$ cat src/rtl/bcd_key_encoder.sv
// ---------------------------------------------------------------------------
// bcd_key_encoder
//   Turns 11 one-hot key/select lines back into a 4-bit code 0..10.
//   The asynchronous lines pass through a 2-flop synchroniser. A key is
//   accepted after DB_CYC identical synchronised samples. Multi-key input is
//   rejected with a one-cycle ERR pulse. The accepted code is then held under
//   a VALID/ACK handshake. A held key cannot re-trigger until the lines have
//   read zero for DB_CYC synchronised cycles.
//
// Ports
//   CLK    in   1   clock, all flops rising-edge
//   RST    in   1   synchronous reset, active-high
//   D      in   11  asynchronous key lines, D[k]=1 means key k pressed
//   ACK    in   1   consumer accepts B; only looked at while VALID=1
//   B      out  4   last accepted code (0 after reset)
//   VALID  out  1   B holds an accepted, not yet acknowledged code
//   ERR    out  1   one-cycle pulse on multi-key input
// ---------------------------------------------------------------------------
module bcd_key_encoder #(
    parameter int DB_CYC = 4,
    parameter int CNT_W  = 3
) (
    input  logic        CLK,
    input  logic        RST,
    input  logic [10:0] D,
    input  logic        ACK,
    output logic [3:0]  B,
    output logic        VALID,
    output logic        ERR
);

    typedef enum logic [1:0] {IDLE, DEBOUNCE, HOLD, RELEASE} state_t;

    localparam logic [CNT_W-1:0] CNT_LAST = CNT_W'(DB_CYC - 1);
    localparam logic [CNT_W-1:0] CNT_ONE  = CNT_W'(1);

    state_t            r_state;
    logic [10:0]       r_s1;
    logic [10:0]       r_s2;
    logic [10:0]       r_p;
    logic [CNT_W-1:0]  r_cnt;
    logic [3:0]        r_b;
    logic              r_valid;
    logic              r_err;

    logic              w_zero;
    logic              w_multi;
    logic [3:0]        w_code;

    // Clearing the lowest set bit leaves something only when two or more
    // bits were set.
    assign w_zero  = (r_s2 == 11'd0);
    assign w_multi = ((r_s2 & (r_s2 - 11'd1)) != 11'd0);

    // r_p is one-hot by construction, so a priority scan is an exact encode.
    always_comb begin
        w_code = 4'd0;
        for (int k = 0; k < 11; k++) begin
            if (r_p[k]) w_code = 4'(k);
        end
    end

    always_ff @(posedge CLK) begin
        if (RST) begin
            r_s1    <= 11'd0;
            r_s2    <= 11'd0;
            r_p     <= 11'd0;
            r_cnt   <= '0;
            r_b     <= 4'd0;
            r_valid <= 1'b0;
            r_err   <= 1'b0;
            r_state <= IDLE;
        end else begin
            r_s1  <= D;
            r_s2  <= r_s1;
            r_err <= 1'b0;
            case (r_state)
                IDLE: begin
                    if (w_multi) begin
                        r_err   <= 1'b1;
                        r_cnt   <= '0;
                        r_state <= RELEASE;
                    end else if (!w_zero) begin
                        r_p     <= r_s2;
                        r_cnt   <= CNT_ONE;
                        r_state <= DEBOUNCE;
                    end
                end
                DEBOUNCE: begin
                    if (r_s2 == r_p) begin
                        if (r_cnt == CNT_LAST) begin
                            r_b     <= w_code;
                            r_valid <= 1'b1;
                            r_cnt   <= '0;
                            r_state <= HOLD;
                        end else begin
                            r_cnt <= r_cnt + CNT_ONE;
                        end
                    end else if (w_multi) begin
                        r_err   <= 1'b1;
                        r_cnt   <= '0;
                        r_state <= RELEASE;
                    end else begin
                        // Changed or dropped key: restart quietly from IDLE.
                        r_cnt   <= '0;
                        r_state <= IDLE;
                    end
                end
                HOLD: begin
                    // Line activity is ignored here; only ACK leaves HOLD.
                    if (ACK) begin
                        r_valid <= 1'b0;
                        r_cnt   <= '0;
                        r_state <= RELEASE;
                    end
                end
                RELEASE: begin
                    // Need DB_CYC consecutive zero samples before re-arming.
                    if (w_zero) begin
                        if (r_cnt == CNT_LAST) begin
                            r_cnt   <= '0;
                            r_state <= IDLE;
                        end else begin
                            r_cnt <= r_cnt + CNT_ONE;
                        end
                    end else begin
                        r_cnt <= '0;
                    end
                end
                default: r_state <= IDLE;
            endcase
        end
    end

    assign B     = r_b;
    assign VALID = r_valid;
    assign ERR   = r_err;

endmodule
$ cat config.mk
export PLATFORM = sky130hd
export DESIGN_NAME = bcd_key_encoder
export DESIGN_NICKNAME = d
export VERILOG_FILES = /design/src/rtl/bcd_key_encoder.sv
export SDC_FILE = /design/constraint.sdc
export NUM_CORES = 1
export LEC_CHECK = 0
export BUFFER_PORTS_ARGS = -buffer_cell sky130_fd_sc_hd__buf_2
export CAP_MARGIN = 30
export CORE_MARGIN = 3
export CORE_UTILIZATION = 55
export CTS_CLUSTER_SIZE = 14
export DETAILED_ROUTE_END_ITERATION = 10
export PLACE_DENSITY = 0.74
export SYNTH_ARGS = -nofsm -noshare
export SYNTH_HDL_FRONTEND = slang
export SYNTH_SLANG_ARGS = --single-unit
$ cat constraint.sdc
create_clock -name CLK -period 4.85 [get_ports CLK]
set_input_delay 0.7275 -clock CLK [delete_from_list [all_inputs] [get_ports CLK]]
set_output_delay 0.7275 -clock CLK [all_outputs]
set_load 0.02 [all_outputs]
# Word-level counts from Yosys, hierarchy flattened

Index checks and enable logic that the tools add are counted.
W data, S select, Z words.

Register bits: 44
Input bits: 14
Logic and storage cells: 67

Add/sub/neg operators: 2
Equal/unequal tests: 12
Multiplexer cells: 33
Bitwise logic cells: 3
Reduce and logical (&&, ||, !) cells: 9

Operators with widths:

| kind                    | count |
|---|---|
| $mux W4                 | 9 |
| $mux W3                 | 6 |
| $mux W2                 | 8 |
| $pmux W3 S4             | 1 |
| $and A11 B11 Y11        | 1 |
| $eq A11 B11 Y1          | 1 |
| $logic_not A11 Y1       | 1 |
| $reduce_bool A11 Y1     | 1 |
| $sub A11 B1 Y11 const B | 1 |
| $ne A2 B2 Y1 const B    | 5 |
| $pmux W2 S4             | 1 |
| $mux W1                 | 6 |
| $ne A3 B3 Y1 const B    | 2 |
| $reduce_and A3 Y1       | 2 |
| $reduce_and A5 Y1       | 1 |
| $eq A2 B2 Y1 const B    | 2 |
| $pmux W1 S2             | 2 |
| $reduce_and A4 Y1       | 1 |
| $add A3 B1 Y3 const B   | 1 |
| $eq A3 B2 Y1 const B    | 1 |
| $eq A2 B1 Y1 const B    | 1 |
| $logic_not A2 Y1        | 1 |
| $not A1 Y1              | 2 |
| $reduce_and A2 Y1       | 1 |
| $reduce_bool A2 Y1      | 1 |

# Depth between registers and ports, before layout

Gate-level depths: netlist of run 1.

Word-level depth: 10
Mapped depth: 6

# Least setup slack after synthesis of run 1

Ideal clock, no wire load.

Path type: reg-to-reg
Start: register r_s2[0]
End: register r_b[0], in the netlist B[0]
Arrival time: 1407 ps
Data required time: 4734 ps
Slack: 3327 ps
Cell stages (with the launch flop): 6
Cell sequence: dfxtp_1 -> xnor2_1 -> nand3_1 -> nor4_4 -> a21oi_1 -> a31o_2

Cells in the longest elaborated chain, start to end: 2

RTL lines:

| item                               | line | text |
|---|---|---|
| from (decl)                        | 39   | `logic [10:0] r_s2;` |
| from (signal assigned)             | 75   | `r_s2 <= r_s1;` |
| $eq A11 B11 Y1                     | 90   | `if (r_s2 == r_p) begin` |
| $reduce_and A3 Y1 (no source line) | --   |  |
| to (signal assigned)               | 92   | `r_b <= w_code;` |
| to (decl)                          | 42   | `logic [3:0] r_b;` |

Every way passes these cells.
A chain may end at the register's enable or synchronous reset.

==> flow_summary.html, run 1 <==
<table>
<tr><th>Metric</th><th>Value</th></tr>
<tr><th colspan="2">Critical path</th></tr>
<tr><td>Path type of the worst setup path</td><td>input pin to flop</td></tr>
<tr><td>Worst reg-to-reg setup slack</td><td>2.99 ns</td></tr>
<tr><td>FF-to-FF End</td><td>r_p[6]</td></tr>
<tr><td>Peak fanout along the critical path</td><td>39</td></tr>
<tr><td>Number of cells on the worst reg-to-reg path</td><td>4</td></tr>
<tr><td>Launch point of the worst path</td><td>RST</td></tr>
<tr><td>Chain of cells forming the critical path</td><td>buf_2 -&gt; inv_1 -&gt; nand2_1 -&gt; a21oi_1 -&gt; a31o_2</td></tr>
<tr><td>Slowest cell on crit path</td><td>sky130_fd_sc_hd__buf_2</td></tr>
<tr><td>Startpoint class of the critical path</td><td>input pin</td></tr>
<tr><td>WP data arrival</td><td>around 2.1 ns</td></tr>
<tr><td>Worst EP required</td><td>between 5 and 6 ns</td></tr>
<tr><td>Endpoint class of the critical path</td><td>flop</td></tr>
<tr><td>Launch instance of the worst register-to-register path</td><td>r_state[0]</td></tr>
<tr><td>Slowest Stage Delay on Critical Path</td><td>slightly above 0.5 ns</td></tr>
<tr><th colspan="2">Route</th></tr>
<tr><td>Drt first pass iters</td><td>4</td></tr>
<tr><td>DRC</td><td>0</td></tr>
<tr><td>Average wire length per cell after detail routing</td><td>approximately 14 um</td></tr>
<tr><td>Vias per std cell</td><td>between 5 and 6</td></tr>
<tr><td>1st-iter DRT viols</td><td>126</td></tr>
<tr><td>Final antenna-violating net count</td><td>0</td></tr>
<tr><td>Routed Wire Length</td><td>roughly 3900 um</td></tr>
<tr><td>Via count</td><td>about 1600</td></tr>
<tr><th colspan="2">Logic synthesis</th></tr>
<tr><td>Top flip-flop cell by instance count after synthesis</td><td>sky130_fd_sc_hd__dfxtp_1</td></tr>
<tr><td>Most common cell in the synthesized netlist</td><td>sky130_fd_sc_hd__dfxtp_1</td></tr>
<tr><td>Net count after synthesis</td><td>~230</td></tr>
<tr><td>Top area cells in the synthesized netlist</td><td>sky130_fd_sc_hd__dfxtp_1, sky130_fd_sc_hd__nor2b_1, sky130_fd_sc_hd__xnor2_1</td></tr>
<tr><td>Sequential element share of the synthesized area</td><td>0.447</td></tr>
<tr><td>Number of enable-type register cells in the synthesized netlist</td><td>0</td></tr>
<tr><td>Synthesized-area fraction occupied by and/or/nand/nor cells</td><td>0.247</td></tr>
<tr><td>Number of instances in the synthesized netlist</td><td>between 200 and 250</td></tr>
<tr><td>Synthesis-stage register bit count</td><td>44</td></tr>
<tr><td>Top cell type's share of synthesized area</td><td>0.447</td></tr>
<tr><td>Fraction of the mapped netlist area in compound gates</td><td>0.171</td></tr>
<tr><td>Cell area after technology mapping</td><td>between 0.0015 and 0.002 sq mm</td></tr>
<tr><td>Xor-xnor portion of the synthesized cell area</td><td>0.0489</td></tr>
<tr><td>Yosys top cell by area</td><td>sky130_fd_sc_hd__dfxtp_1</td></tr>
<tr><td>Mean cell area of the mapped netlist</td><td>9.29 sq um</td></tr>
<tr><td>Most common library cells after synthesis</td><td>sky130_fd_sc_hd__dfxtp_1, sky130_fd_sc_hd__nor2b_1, sky130_fd_sc_hd__nand2_1, sky130_fd_sc_hd__nor2_1, sky130_fd_sc_hd__inv_1</td></tr>
<tr><td>Combinational family with the most area after synthesis</td><td>simple AND/OR/NAND/NOR gates</td></tr>
<tr><td>Count of synthesis-stage warnings from yosys</td><td>0</td></tr>
<tr><td>Netlist cell types</td><td>46</td></tr>
<tr><td>Multiplexer share of the synthesized area</td><td>0.0356</td></tr>
<tr><td>Arithmetic-cell share of the synthesized area counting full adders, half adders and majority gates</td><td>0.0121</td></tr>
<tr><td>Fraction of registers with async set or reset after synthesis</td><td>0</td></tr>
<tr><th colspan="2">Timing</th></tr>
<tr><td>Share of the cycle needed by the critical path after routing</td><td>0.386</td></tr>
<tr><td>Worst slack on hold paths</td><td>approximately 0.45 ns</td></tr>
<tr><td>Actual transition at the worst max-transition pin</td><td>about 0.66 ns</td></tr>
<tr><td>Setup_tns</td><td>0 ns</td></tr>
<tr><td>Worst-case headroom to the max-slew limit</td><td>0.562</td></tr>
<tr><td>Final setup skew</td><td>around 0.0082 ns</td></tr>
<tr><td>Final setup violation count</td><td>0</td></tr>
<tr><td>Unrepaired setup endpoints after global routing</td><td>false</td></tr>
<tr><td>Setup WS post-layout</td><td>~3.0 ns</td></tr>
<tr><td>Highest clock frequency the design can meet</td><td>0.534 GHz</td></tr>
<tr><td>Tmin final</td><td>1.87 ns</td></tr>
<tr><td>Total count of max-transition violations in the final report</td><td>0</td></tr>
<tr><td>Hold violation total from the final report</td><td>0</td></tr>
<tr><th colspan="2">Layout</th></tr>
<tr><td>Layout net count</td><td>around 250</td></tr>
<tr><td>Inserted Diodes</td><td>0</td></tr>
<tr><td>Layout cells sized above 1</td><td>0.165</td></tr>
<tr><td>Number of fill cells in the layout</td><td>308</td></tr>
<tr><td>Finished Layout Cells</td><td>about 280</td></tr>
<tr><td>Layout overhead on the synthesized area</td><td>8.70%</td></tr>
<tr><td>Multi-input logic area</td><td>between 0.001 and 0.0015 sq mm</td></tr>
<tr><td>Register area</td><td>881 sq um</td></tr>
<tr><th colspan="2">Clock tree</th></tr>
<tr><td>Clock latency reported for the late side of the worst-skew pair</td><td>0.36 ns</td></tr>
<tr><td>Num Clock Sinks</td><td>44</td></tr>
<tr><td>Total clock buffers created by CTS</td><td>5</td></tr>
<tr><td>CTS-repair resized insts</td><td>0</td></tr>
<tr><td>CTS HTree Levels</td><td>2</td></tr>
<tr><td>Clock tree from TritonCTS</td><td>yes</td></tr>
<tr><td>Clock-pin slew reported for the worst setup and hold paths after clock tree synthesis</td><td>0.12 ns</td></tr>
<tr><td>Maximum number of buffers from clock root to sink</td><td>2</td></tr>
<tr><td>CTS Root Buffer Type</td><td>sky130_fd_sc_hd__clkbuf_4</td></tr>
<tr><td>Number of hold buffers added after CTS</td><td>0</td></tr>
<tr><td>Setup repair bufs after CTS</td><td>0</td></tr>
<tr><th colspan="2">Floorplanning</th></tr>
<tr><td>Die Ht</td><td>~66 um</td></tr>
<tr><td>DIE WIDTH</td><td>between 60 and 70 um</td></tr>
<tr><td>Ports</td><td>20</td></tr>
<tr><td>Effective utilization at floorplan</td><td>0.581</td></tr>
<tr><td>Area of the die</td><td>between 0.004 and 0.005 sq mm</td></tr>
<tr><td>Core region area</td><td>approximately 0.0034 sq mm</td></tr>
<tr><td>Floorplan row count</td><td>21</td></tr>
<tr><th colspan="2">Placed design</th></tr>
<tr><td>Number of cells in the design after placement</td><td>269</td></tr>
<tr><td>Final weighted congestion in routability-driven placement</td><td>about 0.96</td></tr>
<tr><td>Port-buffer cells</td><td>19</td></tr>
<tr><td>Sum of net half-perimeters after detailed placement</td><td>between 2000 and 3000 um</td></tr>
<tr><td>Setup Slack @ Placement</td><td>2.56 ns</td></tr>
<tr><th colspan="2">Min path</th></tr>
<tr><td>Class of the tightest hold or removal check</td><td>flop to flop</td></tr>
<tr><td>Worst hold path startpoint</td><td>r_s1[6]</td></tr>
<tr><td>Count of cells along the worst hold path</td><td>1</td></tr>
<tr><td>Worst min-delay path endpoint</td><td>r_s2[6]</td></tr>
<tr><th colspan="2">Global routing</th></tr>
<tr><td>Initial antenna violation count</td><td>0</td></tr>
<tr><td>Pin count of the biggest net entering global routing</td><td>40</td></tr>
<tr><td>Number of global-route vias before repair</td><td>1477</td></tr>
<tr><td>Overall routing resource usage</td><td>0.209</td></tr>
<tr><td>Wire length of the first global-routing pass</td><td>around 6900 um</td></tr>
<tr><td>Remaining global-route overflow</td><td>0</td></tr>
<tr><th colspan="2">Run status</th></tr>
<tr><td>Run status</td><td>finished clean</td></tr>
<tr><th colspan="2">Power</th></tr>
<tr><td>Power per unit of standard cell area</td><td>344 mW/mm^2</td></tr>
<tr><td>Largest voltage drop on the vdd net</td><td>~0.00023 V</td></tr>
<tr><td>Total power draw</td><td>approximately 0.74 mW</td></tr>
<tr><td>Static leakage</td><td>0.783 nW</td></tr>
<tr><th colspan="2">Run</th></tr>
<tr><td>Maximum capacitance violations</td><td>0</td></tr>
</table>
-- area by class of cell --
type / count / share of cell area
sequential: 44 / 0.411
clock inverter: 2 / 0.00584
clock buffer: 5 / 0.0175
timing repair buffer: 19 / 0.0444
multi-input combinational: 148 / 0.473
inverter: 12 / 0.0210
tap: 46 / 0.0269
-- critical path: cells and delay by family --
family / cells / cell delay, ns
AND/OR/NAND/NOR: 1 / 0.17
AO/OA/AOI/OAI: 2 / 0.27
buffers and inverters: 2 / 0.97
-- report_power, final --
| group | total, mW | switching (mW) | internal (mW) |
|---|---|---|---|
| Combinational | 0.158 | 0.0964 | 0.0612 |
| Clock | 0.167 | 0.115 | 0.0529 |
| Sequential | 0.410 | 0.0279 | 0.383 |
-- cells by family after synthesis --
group / count (synthesis)
buffers and inverters: 20
muxes: 7
AOI/OAI and AO/OA: 49
adders and majority gates: 2
and+or+nand+nor: 79
DFF: 44
xor gates and xnor gates: 11
-- layout by cell type (no fill, tap or decap), types with 2 or more instances in the layout --
master / count
sky130_fd_sc_hd__a21oi_1: 10
sky130_fd_sc_hd__nor2b_1: 23
sky130_fd_sc_hd__dfxtp_1: 44
sky130_fd_sc_hd__o21ai_0: 9
sky130_fd_sc_hd__nand2b_1: 2
sky130_fd_sc_hd__nand2_1: 17
sky130_fd_sc_hd__mux2i_1: 7
sky130_fd_sc_hd__and4_1: 2
sky130_fd_sc_hd__xnor2_1: 11
sky130_fd_sc_hd__nor2_1: 13
sky130_fd_sc_hd__o211ai_1: 6
sky130_fd_sc_hd__nand4_1: 3
sky130_fd_sc_hd__nand3_1: 4
sky130_fd_sc_hd__inv_1: 12
sky130_fd_sc_hd__buf_2: 19
sky130_fd_sc_hd__o31ai_1: 5
sky130_fd_sc_hd__a211oi_1: 2
sky130_fd_sc_hd__clkbuf_4: 5
sky130_fd_sc_hd__a22oi_1: 2
sky130_fd_sc_hd__nor4_4: 2
sky130_fd_sc_hd__a31oi_1: 2
sky130_fd_sc_hd__nor4_1: 2
sky130_fd_sc_hd__nor3_1: 4
-- worst max path at each step --
stage	to	cells past startpoint	slack [ns]
final	B[0]	5	2.98
after global routing	B[0]	5	2.78
after CTS	B[0]	5	2.96
after detailed placement	B[0]	5	2.56
after global placement	B[0]	5	2.65
after floorplan	B[0]	5	3.33
-- registers in the layout, summed over array words and instances, names as in the netlist --
register and flops:
r_cnt 3, r_s2 11, B 4, r_state 2, r_p 11, ERR 1, r_s1 11, VALID 1
-- through the flow --
stage / util / cell area (sq um)
final: 0.632 / 2140
after global placement: 0.617 / 2090
after floorplan: - / 1970
after CTS: 0.632 / 2140
after global routing: 0.632 / 2140
after detailed placement: 0.617 / 2090
-- routing by layer --
| metal | vias to the layer above | part of all wire | track usage |
|---|---|---|---|
| met2 | 47 | 0.47 | 0.319 |
| met4 | 0 | 0.0083 | 0.104 |
| met5 | - | 0 | 0 |
| li1 | 786 | - | - |
| met3 | 4 | 0.063 | 0.0510 |
| met1 | 723 | 0.45 | 0.275 |
Power figures use the tool's default switching activity.
==> inputs of run 2 (changes only) <==
--- a/config.mk
+++ b/config.mk
@@ -5,13 +5,14 @@
 export SDC_FILE = /design/constraint.sdc
 export NUM_CORES = 1
 export LEC_CHECK = 0
+export ABC_AREA = 1
 export BUFFER_PORTS_ARGS = -buffer_cell sky130_fd_sc_hd__buf_2
 export CAP_MARGIN = 30
 export CORE_MARGIN = 3
-export CORE_UTILIZATION = 55
+export CORE_UTILIZATION = 52
 export CTS_CLUSTER_SIZE = 14
 export DETAILED_ROUTE_END_ITERATION = 10
-export PLACE_DENSITY = 0.74
+export PLACE_DENSITY = 0.73
 export SYNTH_ARGS = -nofsm -noshare
 export SYNTH_HDL_FRONTEND = slang
 export SYNTH_SLANG_ARGS = --single-unit
==> constraint.sdc (replaced) <==
create_clock -name CLK -period 1.6 [get_ports CLK]
set_input_delay 0.24 -clock CLK [delete_from_list [all_inputs] [get_ports CLK]]
set_output_delay 0.24 -clock CLK [all_outputs]
set_load 0.02 [all_outputs]
==> run 2 against run 1 <==
Compared with the run above: synthesized cell count increased by 42%; total power increased to 4.1 times the previous value; synthesized area decreased by 0.25%; sequential power increased to 3.1 times the previous value; utilization increased by 5.9 points; clock power increased to 5.8 times the previous value; register-to-register slack got worse by 3.0 ns; critical path type is now flop to flop.
==> flow_summary.html, run 2 <==
<table>
<tr><th>Metric</th><th>Value</th></tr>
<tr><th colspan="2">Clock tree</th></tr>
<tr><td>Total clock buffers created by CTS</td><td>5</td></tr>
<tr><td>CTS Root Buffer Type</td><td>sky130_fd_sc_hd__clkbuf_8</td></tr>
<tr><td>Num Clock Sinks</td><td>44</td></tr>
<tr><td>Clock-pin slew reported for the worst setup and hold paths after clock tree synthesis</td><td>0.08 ns</td></tr>
<tr><td>Clock tree from TritonCTS</td><td>yes</td></tr>
<tr><td>Maximum number of buffers from clock root to sink</td><td>2</td></tr>
<tr><td>CTS HTree Levels</td><td>2</td></tr>
<tr><td>Clock latency reported for the late side of the worst-skew pair</td><td>approximately 0.29 ns</td></tr>
<tr><td>Number of hold buffers added after CTS</td><td>0</td></tr>
<tr><th colspan="2">Route</th></tr>
<tr><td>DRC</td><td>0</td></tr>
<tr><td>Drt first pass iters</td><td>4</td></tr>
<tr><td>Average wire length per cell after detail routing</td><td>10.3 um</td></tr>
<tr><td>Via count</td><td>about 1800</td></tr>
<tr><td>Routed Wire Length</td><td>approximately 4000 um</td></tr>
<tr><td>Final antenna-violating net count</td><td>0</td></tr>
<tr><td>1st-iter DRT viols</td><td>about 130</td></tr>
<tr><td>Vias per std cell</td><td>approximately 4.7</td></tr>
<tr><th colspan="2">Timing</th></tr>
<tr><td>Highest clock frequency the design can meet</td><td>~0.63 GHz</td></tr>
<tr><td>Worst-case headroom to the max-slew limit</td><td>0.798</td></tr>
<tr><td>Setup WS post-layout</td><td>around 0.0036 ns</td></tr>
<tr><td>Tmin final</td><td>1.60 ns</td></tr>
<tr><td>Final setup violation count</td><td>0</td></tr>
<tr><td>Setup_tns</td><td>0 ns</td></tr>
<tr><td>Total count of max-transition violations in the final report</td><td>0</td></tr>
<tr><td>Actual transition at the worst max-transition pin</td><td>0.302 ns</td></tr>
<tr><td>Final setup skew</td><td>about 0.0026 ns</td></tr>
<tr><td>Unrepaired setup endpoints after global routing</td><td>true</td></tr>
<tr><td>Share of the cycle needed by the critical path after routing</td><td>0.998</td></tr>
<tr><td>Hold violation total from the final report</td><td>0</td></tr>
<tr><th colspan="2">Critical path</th></tr>
<tr><td>Peak fanout along the critical path</td><td>7</td></tr>
<tr><td>Capture point of the worst path</td><td>r_p[2]</td></tr>
<tr><td>Worst reg-to-reg setup slack</td><td>about 0.0036 ns</td></tr>
<tr><td>Endpoint class of the critical path</td><td>flop</td></tr>
<tr><td>Slowest cell on crit path</td><td>sky130_fd_sc_hd__dfxtp_4</td></tr>
<tr><td>CP dominant cell by count</td><td>sky130_fd_sc_hd__nand2_2</td></tr>
<tr><td>Launch point of the worst path</td><td>r_s2[0]</td></tr>
<tr><td>Number of cells on the worst reg-to-reg path</td><td>11</td></tr>
<tr><td>Worst EP required</td><td>between 1.5 and 2 ns</td></tr>
<tr><td>Chain of cells forming the critical path</td><td>nor2_4 -&gt; nand2_2 -&gt; o21ai_1 -&gt; nand2_1 -&gt; nor2_1 -&gt; nand2_2 -&gt; nor2_4 -&gt; nand2_2 -&gt; buf_6 -&gt; nand2_1 -&gt; a21oi_1</td></tr>
<tr><td>Slowest Stage Delay on Critical Path</td><td>about 0.37 ns</td></tr>
<tr><td>WP data arrival</td><td>around 1.8 ns</td></tr>
<tr><td>FF-to-FF End</td><td>r_p[2]</td></tr>
<tr><td>Path type of the worst setup path</td><td>flop to flop</td></tr>
<tr><td>Startpoint class of the critical path</td><td>flop</td></tr>
<tr><td>Launch instance of the worst register-to-register path</td><td>r_s2[0]</td></tr>
<tr><th colspan="2">Logic synthesis</th></tr>
<tr><td>Yosys top cell by area</td><td>sky130_fd_sc_hd__dfxtp_1</td></tr>
<tr><td>Most common cell in the synthesized netlist</td><td>sky130_fd_sc_hd__nand2_1</td></tr>
<tr><td>Top flip-flop cell by instance count after synthesis</td><td>sky130_fd_sc_hd__dfxtp_1</td></tr>
<tr><td>Top area cells in the synthesized netlist</td><td>sky130_fd_sc_hd__dfxtp_1, sky130_fd_sc_hd__nand2_1, sky130_fd_sc_hd__inv_1</td></tr>
<tr><td>Most common library cells after synthesis</td><td>sky130_fd_sc_hd__nand2_1, sky130_fd_sc_hd__inv_1, sky130_fd_sc_hd__nor2_1, sky130_fd_sc_hd__dfxtp_1, sky130_fd_sc_hd__a21oi_1</td></tr>
<tr><td>Top cell type's share of synthesized area</td><td>0.448</td></tr>
<tr><td>Mean cell area of the mapped netlist</td><td>approximately 6.5 sq um</td></tr>
<tr><td>Sequential element share of the synthesized area</td><td>0.448</td></tr>
<tr><td>Cell area after technology mapping</td><td>about 0.0020 sq mm</td></tr>
<tr><td>Number of instances in the synthesized netlist</td><td>300</td></tr>
<tr><td>Netlist cell types</td><td>21</td></tr>
<tr><td>Net count after synthesis</td><td>around 320</td></tr>
<tr><td>Number of enable-type register cells in the synthesized netlist</td><td>0</td></tr>
<tr><td>Synthesis-stage register bit count</td><td>44</td></tr>
<tr><td>Fraction of registers with async set or reset after synthesis</td><td>0</td></tr>
<tr><td>Count of synthesis-stage warnings from yosys</td><td>0</td></tr>
<tr><th colspan="2">Power</th></tr>
<tr><td>Static leakage</td><td>approximately 1.2 nW</td></tr>
<tr><td>Largest voltage drop on the vdd net</td><td>approximately 0.00064 V</td></tr>
<tr><td>Power per unit of standard cell area</td><td>1240 mW/mm^2</td></tr>
<tr><th colspan="2">Layout</th></tr>
<tr><td>Layout net count</td><td>347</td></tr>
<tr><td>Final Cell Area</td><td>between 0.002 and 0.0025 sq mm</td></tr>
<tr><td>Most common cell after layout, fill and taps aside</td><td>sky130_fd_sc_hd__nand2_1</td></tr>
<tr><td>Layout cells sized above 1</td><td>0.226</td></tr>
<tr><td>Commonest cells after routing, fill and taps aside</td><td>sky130_fd_sc_hd__nand2_1, sky130_fd_sc_hd__inv_1, sky130_fd_sc_hd__dfxtp_1, sky130_fd_sc_hd__nor2_1</td></tr>
<tr><td>Layout overhead on the synthesized area</td><td>22.9%</td></tr>
<tr><td>Inserted Diodes</td><td>0</td></tr>
<tr><td>Post-route core utilization</td><td>0.691</td></tr>
<tr><td>Largest regs</td><td>r_p (11), r_s1 (11), r_s2 (11)</td></tr>
<tr><th colspan="2">Placed design</th></tr>
<tr><td>Setup Slack @ Placement</td><td>-0.0281 ns</td></tr>
<tr><td>Port-buffer cells</td><td>19</td></tr>
<tr><td>Final weighted congestion in routability-driven placement</td><td>0.876</td></tr>
<tr><td>Sum of net half-perimeters after detailed placement</td><td>between 2000 and 3000 um</td></tr>
<tr><td>Area post-placement</td><td>between 0.002 and 0.0025 sq mm</td></tr>
<tr><th colspan="2">Run status</th></tr>
<tr><td>Run status</td><td>finished clean</td></tr>
<tr><th colspan="2">Global routing</th></tr>
<tr><td>Remaining global-route overflow</td><td>0</td></tr>
<tr><td>Overall routing resource usage</td><td>0.187</td></tr>
<tr><td>Initial antenna violation count</td><td>0</td></tr>
<tr><td>Wire length of the first global-routing pass</td><td>roughly 6400 um</td></tr>
<tr><td>Pin count of the biggest net entering global routing</td><td>31</td></tr>
<tr><td>Number of global-route vias before repair</td><td>approximately 1600</td></tr>
<tr><th colspan="2">Floorplanning</th></tr>
<tr><td>DIE WIDTH</td><td>roughly 67 um</td></tr>
<tr><td>Core region area</td><td>between 0.003 and 0.004 sq mm</td></tr>
<tr><td>Ports</td><td>20</td></tr>
<tr><td>Effective utilization at floorplan</td><td>0.562</td></tr>
<tr><td>Area of the die</td><td>0.00455 sq mm</td></tr>
<tr><td>Die Ht</td><td>just under 70 um</td></tr>
<tr><td>Floorplan row count</td><td>21</td></tr>
<tr><th colspan="2">Run</th></tr>
<tr><td>Maximum capacitance violations</td><td>0</td></tr>
<tr><th colspan="2">Min path</th></tr>
<tr><td>Class of the tightest hold or removal check</td><td>input pin to flop</td></tr>
</table>
## run 2: cell types whose count changed in the layout (fill, tap and decap cells not counted), sizes merged, moves of 6 or more
| cell | previous run | this run |
|---|---|---|
| nand2 | 18 | 82 |
| inv | 12 | 57 |
| nor2 | 14 | 50 |
| nor2b | 23 | 0 |
| buf | 19 | 33 |
| nand3 | 4 | 18 |
| a21oi | 10 | 20 |
| xnor2 | 11 | 1 |
| mux2i | 7 | 0 |
| o211ai | 6 | 0 |
## run 2: metal layers
metal / wire length [um] / track usage
met5: 0 / 0
met4: 124 / 0.104
met1: 1750 / 0.232
met3: 201 / 0.0416
met2: 1820 / 0.299
## run 2: area by class of cell
cell class / instances / area, sq um
Tap cell: 46 / 57.6
Inverter: 57 / 214
Clock buffer: 5 / 68.8
Clock inverter: 2 / 60.1
Fill cell: 302 / 1080
Multi-Input combinational cell: 191 / 906
Timing Repair Buffer: 33 / 215
Sequential cell: 44 / 892
## run 2: report_power, final
group / total (mW) / switching (mW) / internal, mW
combinational: 0.765 / 0.462 / 0.303
sequential: 1.27 / 0.0912 / 1.17
clock: 0.973 / 0.358 / 0.614
total: 3.00 / 0.912 / 2.09
## run 2: worst min-delay path by stage
stage	from	to	slack (ns)	depth (start not counted)
floorplan	D[0]	r_s1[0]	0.35	2
global placement	r_s1[9]	r_s2[9]	0.39	2
detailed placement	r_s1[1]	r_s2[1]	0.39	2
CTS	D[6]	r_s1[6]	0.14	3
global route	D[6]	r_s1[6]	0.14	3
finish	D[10]	r_s1[10]	0.15	3
## run 2: through the flow
stage / total power, mW / hold slack, ns / instances
floorplan: 1.76 / 0.347 / 300
global placement: 1.94 / 0.389 / 370
detailed placement: 1.94 / 0.392 / 370
CTS: 2.92 / 0.144 / 377
global route: 3.19 / 0.141 / 378
finish: 3.00 / 0.147 / 378
## run 2: worst max-delay path, delay by kind of cell (launching register included)
kind	cells	cell delay, ns
AND/OR/NAND/NOR	8	0.77
flip-flops	1	0.37
AO/OA/AOI/OAI	2	0.22
buffers and inverters	1	0.15
## run 2: repair_timing
item	CTS	global route
pin swaps	1	6
setup buffers	0	1
gates resized for setup	9	30
endpoints found under the hold margin	0	0
setup endpoints to repair	15	21
## run 2: kinds of logic (layout without fill, tap and decap cells)
family	count (synthesis)	in the layout	share of synthesized area
fa+ha+maj	1	1	0.00637
flops	44	44	0.448
simple gates	155	155	0.322
buf+inv	65	97	0.129
xor+xnor	1	1	0.00446
compound gates	34	34	0.0892
==> inputs of run 3 (changes only) <==
--- a/config.mk
+++ b/config.mk
@@ -8,11 +8,14 @@
 export ABC_AREA = 1
 export BUFFER_PORTS_ARGS = -buffer_cell sky130_fd_sc_hd__buf_2
 export CAP_MARGIN = 30
+export CELL_PAD_IN_SITES_DETAIL_PLACEMENT = 1
+export CELL_PAD_IN_SITES_GLOBAL_PLACEMENT = 2
 export CORE_MARGIN = 3
-export CORE_UTILIZATION = 52
+export CORE_UTILIZATION = 28
 export CTS_CLUSTER_SIZE = 14
 export DETAILED_ROUTE_END_ITERATION = 10
-export PLACE_DENSITY = 0.73
+export PLACE_DENSITY = 0.72
+export SKIP_CTS_REPAIR_TIMING = 1
 export SYNTH_ARGS = -nofsm -noshare
 export SYNTH_HDL_FRONTEND = slang
 export SYNTH_SLANG_ARGS = --single-unit
==> run 3 against run 2 <==
Compared with the run above: the run now ends with negative setup slack left; critical path depth unchanged; sequential share of layout area decreased by 2.8 points; sequential power about the same; final area increased by 8.3%; clock-buffer cell count increased by 1; non-clock buffer count increased by 15; maximum frequency decreased by 2.2%; flip-flop and latch count unchanged; die area increased by 77%; critical endpoint is now B[2].
==> flow_summary.html, run 3 (synthesis results as in run 2) <==
<table>
<tr><th>Metric</th><th>Value</th></tr>
<tr><th colspan="2">Power</th></tr>
<tr><td>Largest voltage drop on the vdd net</td><td>roughly 0.00041 V</td></tr>
<tr><td>Power per unit of standard cell area</td><td>1180 mW/mm^2</td></tr>
<tr><td>Sw Ratio</td><td>0.330</td></tr>
<tr><td>Seq pwr share</td><td>0.407</td></tr>
<tr><td>Net switching component of the power</td><td>a little over 1 mW</td></tr>
<tr><td>Design internal power</td><td>2.07 mW</td></tr>
<tr><td>Static leakage</td><td>approximately 1.3 nW</td></tr>
<tr><td>Logic gate share of total power</td><td>0.294</td></tr>
<tr><td>Clock share of power</td><td>0.300</td></tr>
<tr><th colspan="2">Critical path</th></tr>
<tr><td>Peak fanout along the critical path</td><td>5</td></tr>
<tr><td>Startpoint class of the critical path</td><td>flop</td></tr>
<tr><td>WP data arrival</td><td>approximately 1.9 ns</td></tr>
<tr><td>Chain of cells forming the critical path</td><td>buf_6 -&gt; inv_1 -&gt; nand2_1 -&gt; nand2_1 -&gt; nor2_1 -&gt; nand2_1 -&gt; nor2_2 -&gt; nand4_1 -&gt; nor2_2 -&gt; nand3_1 -&gt; a21oi_2</td></tr>
<tr><td>Count of cell instances traversed by the critical path</td><td>11</td></tr>
<tr><td>Number of cells on the worst reg-to-reg path</td><td>11</td></tr>
<tr><td>Count of buffering cells on the critical path with inverters included</td><td>2</td></tr>
<tr><td>Cell family contributing the most delay on the critical path</td><td>simple AND/OR/NAND/NOR gates</td></tr>
<tr><td>Path type of the worst setup path</td><td>flop to flop</td></tr>
<tr><td>Worst EP required</td><td>approximately 1.8 ns</td></tr>
<tr><td>Slowest cell on crit path</td><td>sky130_fd_sc_hd__dfxtp_2</td></tr>
<tr><td>CP dominant cell by count</td><td>sky130_fd_sc_hd__nand2_1</td></tr>
<tr><td>Slowest Stage Delay on Critical Path</td><td>0.37 ns</td></tr>
<tr><td>Endpoint class of the critical path</td><td>flop</td></tr>
<tr><th colspan="2">Timing</th></tr>
<tr><td>Total count of max-transition violations in the final report</td><td>0</td></tr>
<tr><td>Final setup skew</td><td>~0.0083 ns</td></tr>
<tr><td>Final setup violation count</td><td>12</td></tr>
<tr><td>Highest clock frequency the design can meet</td><td>about 0.61 GHz</td></tr>
<tr><td>Unrepaired setup endpoints after global routing</td><td>true</td></tr>
<tr><td>Worst-case headroom to the max-slew limit</td><td>0.755</td></tr>
<tr><td>Share of the cycle needed by the critical path after routing</td><td>1.02</td></tr>
<tr><td>Setup WS post-layout</td><td>-0.0325 ns</td></tr>
<tr><td>Hold violation total from the final report</td><td>0</td></tr>
<tr><td>Actual transition at the worst max-transition pin</td><td>around 0.37 ns</td></tr>
<tr><td>Tmin final</td><td>between 1.5 and 2 ns</td></tr>
<tr><th colspan="2">Floorplanning</th></tr>
<tr><td>Area of the die</td><td>between 0.008 and 0.009 sq mm</td></tr>
<tr><td>DIE WIDTH</td><td>between 80 and 90 um</td></tr>
<tr><td>Effective utilization at floorplan</td><td>0.299</td></tr>
<tr><td>Core region area</td><td>approximately 0.0066 sq mm</td></tr>
<tr><td>Floorplan row count</td><td>29</td></tr>
<tr><td>Ports</td><td>20</td></tr>
<tr><td>Die Ht</td><td>approximately 90 um</td></tr>
<tr><th colspan="2">Route</th></tr>
<tr><td>Routed Wire Length</td><td>4960 um</td></tr>
<tr><td>Via count</td><td>1862</td></tr>
<tr><td>DRC</td><td>0</td></tr>
<tr><td>Average wire length per cell after detail routing</td><td>11.2 um</td></tr>
<tr><td>Vias per std cell</td><td>4.22</td></tr>
<tr><td>Top layer reached by signal wires</td><td>met4</td></tr>
<tr><td>WL met1</td><td>between 2000 and 2500 um</td></tr>
<tr><td>Met2 wire length</td><td>around 2400 um</td></tr>
<tr><td>1st-iter DRT viols</td><td>33</td></tr>
<tr><td>Drt first pass iters</td><td>4</td></tr>
<tr><td>Final antenna-violating net count</td><td>0</td></tr>
<tr><td>Wire length on met3</td><td>~140 um</td></tr>
<tr><th colspan="2">Layout</th></tr>
<tr><td>Finished Layout Cells</td><td>approximately 440</td></tr>
<tr><td>Layout overhead on the synthesized area</td><td>33.1%</td></tr>
<tr><td>Inserted Diodes</td><td>0</td></tr>
<tr><td>Most common cell after layout, fill and taps aside</td><td>sky130_fd_sc_hd__nand2_1</td></tr>
<tr><td>Largest regs</td><td>r_p (11), r_s1 (11), r_s2 (11)</td></tr>
<tr><td>Post-route core utilization</td><td>0.398</td></tr>
<tr><td>Commonest cells after routing, fill and taps aside</td><td>sky130_fd_sc_hd__nand2_1, sky130_fd_sc_hd__inv_1, sky130_fd_sc_hd__dfxtp_1, sky130_fd_sc_hd__nor2_1, sky130_fd_sc_hd__buf_4</td></tr>
<tr><td>Layout cells sized above 1</td><td>0.273</td></tr>
<tr><td>Layout net count</td><td>362</td></tr>
<tr><th colspan="2">Global routing</th></tr>
<tr><td>Wire length of the first global-routing pass</td><td>approximately 8600 um</td></tr>
<tr><td>Remaining global-route overflow</td><td>0</td></tr>
<tr><td>Initial antenna violation count</td><td>0</td></tr>
<tr><td>Number of global-route vias before repair</td><td>1870</td></tr>
<tr><td>Overall routing resource usage</td><td>0.130</td></tr>
<tr><td>Pin count of the biggest net entering global routing</td><td>36</td></tr>
<tr><th colspan="2">Placed design</th></tr>
<tr><td>Final weighted congestion in routability-driven placement</td><td>between 0.8 and 0.9</td></tr>
<tr><td>Port-buffer cells</td><td>19</td></tr>
<tr><td>Number of cells in the design after placement</td><td>430</td></tr>
<tr><td>Sum of net half-perimeters after detailed placement</td><td>roughly 3700 um</td></tr>
<tr><td>Setup Slack @ Placement</td><td>-0.0855 ns</td></tr>
<tr><th colspan="2">Clock tree</th></tr>
<tr><td>Total clock buffers created by CTS</td><td>5</td></tr>
<tr><td>Num Clock Sinks</td><td>44</td></tr>
<tr><td>CTS HTree Levels</td><td>2</td></tr>
<tr><td>Clock tree from TritonCTS</td><td>yes</td></tr>
<tr><td>Maximum number of buffers from clock root to sink</td><td>2</td></tr>
<tr><td>CTS Root Buffer Type</td><td>sky130_fd_sc_hd__clkbuf_8</td></tr>
<tr><td>Clock latency reported for the late side of the worst-skew pair</td><td>0.30 ns</td></tr>
<tr><td>Clock-pin slew reported for the worst setup and hold paths after clock tree synthesis</td><td>roughly 0.090 ns</td></tr>
<tr><th colspan="2">Run</th></tr>
<tr><td>Maximum capacitance violations</td><td>0</td></tr>
<tr><th colspan="2">Min path</th></tr>
<tr><td>Count of cells along the worst hold path</td><td>3</td></tr>
<tr><td>Class of the tightest hold or removal check</td><td>input pin to flop</td></tr>
<tr><th colspan="2">Run status</th></tr>
<tr><td>Violated checks</td><td>negative setup slack</td></tr>
<tr><td>Run status</td><td>finished with violations</td></tr>
</table>
run 3: cell count changes in the layout (fill, tap and decap cells not counted), moves of 2 or more:
cell	before	now
sky130_fd_sc_hd__dfxtp_2	3	1
sky130_fd_sc_hd__nor2_4	2	6
sky130_fd_sc_hd__buf_4	10	24
sky130_fd_sc_hd__a21oi_1	19	16
sky130_fd_sc_hd__inv_1	55	53
sky130_fd_sc_hd__o21ai_0	10	8
sky130_fd_sc_hd__nor2_2	9	6
sky130_fd_sc_hd__a21oi_2	1	4
run 3: stage by stage:
step / cell area [sq um] / setup TNS [ns] / hold WS (ns) / power [mW]
floorplan: 1960 / 0 / 0.347 / 1.76
global placement: 2330 / -0.497 / 0.389 / 2.07
detailed placement: 2330 / -0.892 / 0.394 / 2.07
CTS: 2450 / -1.28 / 0.120 / 3.01
global route: 2610 / -3.29 / 0.115 / 3.32
finish: 2610 / -0.131 / 0.133 / 3.08
run 3: area by class of cell:
type / instances / area (sq um)
Clock buffer: 6 / 82.6
Clock inverter: 2 / 38.8
Fill cell: 856 / 3950
Inverter: 57 / 216
Multi-Input combinational cell: 191 / 931
Sequential cell: 44 / 893
Tap cell: 93 / 116
Timing Repair Buffer: 48 / 335
run 3: final timing paths:
| path | from | endpoint | slack, ns |
|---|---|---|---|
| worst min register to register | r_s1[0] | r_s2[0] | 0.40 |
| worst min-delay path | D[3] | r_s1[3] | 0.13 |
| worst max register to register | r_s2[4] | B[2] | -0.03 |
| worst max-delay path | r_s2[4] | B[2] | -0.03 |
run 3: layer usage:
layer | vias up | track usage
met5 | - | 0
met4 | 0 | 0.0383
met3 | 7 | 0.0326
met2 | 14 | 0.226
met1 | 848 | 0.159
li1 | 993 | -
run 3: power by group through the flow:
stage | combinational [mW] | clock, mW | sequential (mW)
after floorplan | 0.508 | 0 | 1.26
after global placement | 0.789 | 0 | 1.28
after detailed placement | 0.791 | 0 | 1.28
after CTS | 0.795 | 0.967 | 1.25
after global routing | 1.04 | 1.01 | 1.27
final | 0.905 | 0.924 | 1.25
run 3: worst reg2reg max path: stages, from the launching register on:
cell,delay (ns)
sky130_fd_sc_hd__dfxtp_2,0.37
sky130_fd_sc_hd__buf_6,0.12
sky130_fd_sc_hd__inv_1,0.04
sky130_fd_sc_hd__nand2_1,0.05
sky130_fd_sc_hd__nand2_1,0.06
sky130_fd_sc_hd__nor2_1,0.10
sky130_fd_sc_hd__nand2_1,0.08
sky130_fd_sc_hd__nor2_2,0.12
sky130_fd_sc_hd__nand4_1,0.16
sky130_fd_sc_hd__nor2_2,0.22
sky130_fd_sc_hd__nand3_1,0.12
sky130_fd_sc_hd__a21oi_2,0.14
